$ cat src/rtl/notch_seq.sv
// Purpose : sample sequencer and coefficient manager for one adaptive notch filter.
// Latency : filtered: trigger 1 clk after accept, dout_valid 1 clk after filt_done; bypass: dout_valid 1 clk after accept.
// Backpr. : none; samples arriving while busy are dropped and flagged in the sticky overrun bit.
//
// Ports:
//   clk, reset                  system clock, synchronous active-high reset
//   adc_data/adc_valid          input sample and its one-cycle strobe
//   bypass                      sampled on accept: route the sample straight to dout
//   coef_wr/coef_data           host write of the shadow `a` coefficient
//   err_clr                     clears the sticky overrun / timeout_err flags
//   filt_*                      filter interface (data, trigger, coefficient, recovery reset, done, result)
//   dout/dout_valid             output sample (held) and its update strobe
//   busy, coef_pending          status
//   overrun, timeout_err        sticky error flags
module notch_seq #(
    parameter int                   DATA_SIZE = 24,
    parameter int                   COEF_SIZE = 40,
    parameter int                   TIMEOUT   = 512,
    parameter logic [COEF_SIZE-1:0] A_INIT    = '0
) (
    input  logic                 clk,
    input  logic                 reset,
    input  logic [DATA_SIZE-1:0] adc_data,
    input  logic                 adc_valid,
    input  logic                 bypass,
    input  logic                 coef_wr,
    input  logic [COEF_SIZE-1:0] coef_data,
    input  logic                 err_clr,
    output logic [DATA_SIZE-1:0] filt_data_in,
    output logic                 filt_sample,
    output logic [COEF_SIZE-1:0] filt_a,
    output logic                 filt_rst,
    input  logic                 filt_done,
    input  logic [DATA_SIZE-1:0] filt_data_out,
    output logic [DATA_SIZE-1:0] dout,
    output logic                 dout_valid,
    output logic                 busy,
    output logic                 coef_pending,
    output logic                 overrun,
    output logic                 timeout_err
);

    localparam int            TW     = $clog2(TIMEOUT);
    localparam logic [TW-1:0] T_LAST = TW'(TIMEOUT - 1);

    typedef enum logic [1:0] {
        S_IDLE = 2'd0,
        S_TRIG = 2'd1,
        S_WAIT = 2'd2,
        S_OUT  = 2'd3
    } state_t;

    state_t                 state_q,  state_d;
    logic [TW-1:0]          timer_q,  timer_d;
    logic [DATA_SIZE-1:0]   fdi_q,    fdi_d;
    logic [COEF_SIZE-1:0]   fa_q,     fa_d;
    logic [COEF_SIZE-1:0]   shadow_q, shadow_d;
    logic                   pend_q,   pend_d;
    logic [DATA_SIZE-1:0]   dout_q,   dout_d;
    logic                   ovr_q,    ovr_d;
    logic                   tmo_q,    tmo_d;
    logic                   frst_q,   frst_d;
    logic                   set_ovr;
    logic                   set_tmo;

    always_comb begin
        state_d  = state_q;
        timer_d  = timer_q;
        fdi_d    = fdi_q;
        fa_d     = fa_q;
        shadow_d = shadow_q;
        pend_d   = pend_q;
        dout_d   = dout_q;
        frst_d   = 1'b0;
        set_ovr  = 1'b0;
        set_tmo  = 1'b0;

        case (state_q)
            S_IDLE: begin
                if (adc_valid) begin
                    fdi_d = adc_data;
                    // Commit point: `a` only moves here, never while the filter runs.
                    if (pend_q) begin
                        fa_d   = shadow_q;
                        pend_d = 1'b0;
                    end
                    if (bypass) begin
                        dout_d  = adc_data;
                        state_d = S_OUT;
                    end else begin
                        state_d = S_TRIG;
                    end
                end
            end
            S_TRIG: begin
                timer_d = '0;
                state_d = S_WAIT;
            end
            S_WAIT: begin
                // Saturate rather than wrap; the state always leaves at T_LAST anyway.
                if (timer_q != T_LAST) begin
                    timer_d = timer_q + TW'(1);
                end
                // done takes priority over the timeout on the last allowed cycle
                if (filt_done) begin
                    dout_d  = filt_data_out;
                    state_d = S_OUT;
                end else if (timer_q == T_LAST) begin
                    set_tmo = 1'b1;
                    frst_d  = 1'b1;
                    state_d = S_IDLE;
                end
            end
            S_OUT: begin
                state_d = S_IDLE;
            end
            default: begin
                state_d = S_IDLE;
            end
        endcase

        if (adc_valid && (state_q != S_IDLE)) begin
            set_ovr = 1'b1;
        end

        // Evaluated after the commit so a coincident write survives as the next pending value.
        if (coef_wr) begin
            shadow_d = coef_data;
            pend_d   = 1'b1;
        end

        // Set events beat a simultaneous clear.
        ovr_d = set_ovr | (ovr_q & ~err_clr);
        tmo_d = set_tmo | (tmo_q & ~err_clr);
    end

    always_ff @(posedge clk) begin
        if (reset) begin
            state_q  <= S_IDLE;
            timer_q  <= '0;
            fdi_q    <= '0;
            fa_q     <= A_INIT;
            shadow_q <= A_INIT;
            pend_q   <= 1'b0;
            dout_q   <= '0;
            ovr_q    <= 1'b0;
            tmo_q    <= 1'b0;
            frst_q   <= 1'b0;
        end else begin
            state_q  <= state_d;
            timer_q  <= timer_d;
            fdi_q    <= fdi_d;
            fa_q     <= fa_d;
            shadow_q <= shadow_d;
            pend_q   <= pend_d;
            dout_q   <= dout_d;
            ovr_q    <= ovr_d;
            tmo_q    <= tmo_d;
            frst_q   <= frst_d;
        end
    end

    assign filt_data_in = fdi_q;
    assign filt_sample  = (state_q == S_TRIG);
    assign filt_a       = fa_q;
    assign filt_rst     = frst_q;
    assign dout         = dout_q;
    assign dout_valid   = (state_q == S_OUT);
    assign busy         = (state_q != S_IDLE);
    assign coef_pending = pend_q;
    assign overrun      = ovr_q;
    assign timeout_err  = tmo_q;

endmodule

$ cat config.mk
export PLATFORM = sky130hd
export DESIGN_NAME = notch_seq
export DESIGN_NICKNAME = d
export VERILOG_FILES = /design/src/rtl/notch_seq.sv
export SDC_FILE = /design/constraint.sdc
export NUM_CORES = 1
export LEC_CHECK = 0
export CAP_MARGIN = 20
export CORE_MARGIN = 1
export CORE_UTILIZATION = 49
export DETAILED_ROUTE_END_ITERATION = 7
export PLACE_DENSITY = 0.85
export SYNTH_ARGS = -nofsm -noshare
export SYNTH_HDL_FRONTEND = slang
export SYNTH_SLANG_ARGS = --single-unit
$ cat constraint.sdc
create_clock -name clk -period 3.4 [get_ports clk]
set_input_delay 0.85 -clock clk [delete_from_list [all_inputs] [get_ports clk]]
set_output_delay 0.85 -clock clk [all_outputs]
set_load 0.01 [all_outputs]
==> impl_metrics.toml <==
[synth]
synth_edf_count = 0
async_flop_share = 0
ys_warn_count = 0
ys_seq_elements = 143
syn_nets = 742
syn_avg_cell_area_sq_um = 8.731
synth_area_leader_cell = "dfxtp_1"
syn_area_sq_um = 5632
ys_seq_area_frac = 0.5083
synth_area_leaders = "dfxtp_1 (51%), nand2_1 (12%), mux2i_1 (7.8%), a21oi_1 (6.3%), a311oi_2 (5.3%)"
synth_ff_type = "dfxtp_1"
synth_cell_type_count = 40
yosys.area.top_type_share = 0.5083
netlist_instances = 645

[sta]
tightest_slew_ns = 1.011
max_freq_mhz = 390.6
rsz0062_at_grt = "no"
drv_slew = 0
slew_headroom = 0.3232
timing.final.hold_violations = 0
holdWs_ns = 0.4464
finalClockSkew_ns = 0.01141
min_period_over_period = 0.7530
fin_tns_setup_ns = 0
period_minus_slack_ns = 2.560
setup_viol = 0

[clock_tree]
ctsResizeCount = 0
cts-root-buf = "clkbuf_16"
cts_tree = "yes"
cts_buffers = 17
h-tree-depth = 4
cts_hold_buf = 0
clk_path_buf_depth = 2
clk_pin_slew_worst_paths_ns = 0.06
cts.sinks = 143
clock_latency_ns = 0.42
cts_setup_buffers = 0

[die]
rows = 38
die_x_um = 109.2
io_pins = 190
die_h_um = 109.2
die_area_sq_um = 11930
core_area_sq_um = 11030
start_util = 0.5105

[worst_setup_path]
critical_path_required_ns = 2.55
critPathKind = "reg -> out"
worstSetupStartpointType = "flop"
r2r_slack_ns = 1.33
end_kind = "primary output"
crit_arrival_ns = 1.71
crit_fanout = 22

[finish]
n_antenna_cell = 0
final_common_cell = "clkdlybuf4s50_1"
finalInstanceArea_sq_um = 8154
layout-drive-gt1-share = 0.08637
final_cell_mix = "clkdlybuf4s50_1 (187), nand2_1 (182), dfxtp_1 (143)"
final_nets = 907
area_growth_pct = 44.79

[route]
drt-total-wl_um = 15180
dr.pass1.iters = 7
antenna_left = 0
drtIter0Drc = 287
vias = 5175
via_per_inst = 5.379
wl_per_cell_um = 15.78
drc = 0

[min_path]
hp-class = "reg -> reg"

[pwr]
powerDensity_nw_per_um2 = 517.3
p_leak_uw = 0.003046
vdd_drop_max_uv = 378.7

[placed_design]
gp_congestion = 0.8404
io_buffers = 189
dpl_cell_area_sq_um = 7570
dp_hpwl_um = 10280

[global_route]
track_usage = 0.2557
antenna_found_initial = 0
grt_max_degree = 83
grt_pass1_vias = 5055
grt_pass1_wl_um = 23380
globalRouteOverflowTotal = 0

[outcome]
status = "finished clean"

[flow_run]
cap_violations = 0
-- where the power goes --
part	total, uW	switching (uW)	internal [uW]	leakage [uW]
Combinational	642	310	332	0.00162
Sequential	1820	51.4	1770	0.00117
Clock	1760	714	1040	0.000260
-- metrics by stage --
| step | worst slack, ns | power (uW) | cells | util |
|---|---|---|---|---|
| floorplan | 1.476 | 2182 | 645 | - |
| global placement | 0.5077 | 2469 | 930 | 0.6863 |
| detailed placement | 0.4483 | 2494 | 930 | 0.6863 |
| CTS | 0.8177 | 4242 | 961 | 0.7374 |
| global route | 0.7169 | 4385 | 962 | 0.7392 |
| finish | 0.8398 | 4218 | 962 | 0.7392 |
-- state kept, by name, summed over array words and instances, names as in the netlist --
| name | cells |
|---|---|
| overrun | 1 |
| timer_q | 9 |
| state_q | 2 |
| dout | 24 |
| filt_rst | 1 |
| shadow_q | 40 |
| filt_data_in | 24 |
| coef_pending | 1 |
| timeout_err | 1 |
| filt_a | 40 |
-- synthesized netlist by cell type, drive strengths merged (2+ instances only) --
master / instances
or2: 2
nand2b: 8
ha: 2
a21oi: 71
and3b: 3
nand3b: 5
a311oi: 24
nor3b: 2
or3b: 5
nor2b: 2
buf: 14
nand3: 4
mux2: 2
nor3: 25
nand2: 182
nor2: 46
dfxtp: 143
a21o: 2
clkbuf: 41
mux2i: 44
nor4: 2
inv: 2
-- layer usage --
metal  global-route usage  share of wire  up-vias
li1                     -              -     2509
met1               0.2779           0.39     2426
met2               0.4434           0.50      204
met3              0.09265          0.092       36
met4               0.1162          0.027        0
met5                    0              0        -
-- worst max-delay path, cell delays in order, from the launching register on --
cell and delay (ns):
dfxtp_1 0.34, buf_4 0.25, nor2_1 0.12, inv_1 0.07, clkdlybuf4s50_1 0.53
-- final cells by class --
| class | count | area, sq um |
|---|---|---|
| Sequential cell | 143 | 2863 |
| Tap cell | 140 | 175.2 |
| Clock buffer | 19 | 452.9 |
| Inverter | 2 | 7.507 |
| Multi-Input combinational cell | 445 | 2545 |
| Clock inverter | 12 | 111.4 |
| Timing Repair Buffer | 201 | 1999 |
| Fill cell | 776 | 2877 |
-- final timing paths --
kind	from	to	depth (start not counted)
max	state_q[1]	busy	4
min	shadow_q[16]	filt_a[16]	2
max reg2reg	state_q[1]	dout[4]	4
min reg2reg	shadow_q[16]	filt_a[16]	2
-- logic make-up after synthesis --
logic type | synth area share
compound gates | 0.1357
fa+ha+maj | 0.004443
buf+inv | 0.04377
flops | 0.5083
mux | 0.08220
simple gates | 0.2255
Note: power is estimated with default switching activity, not from simulation.
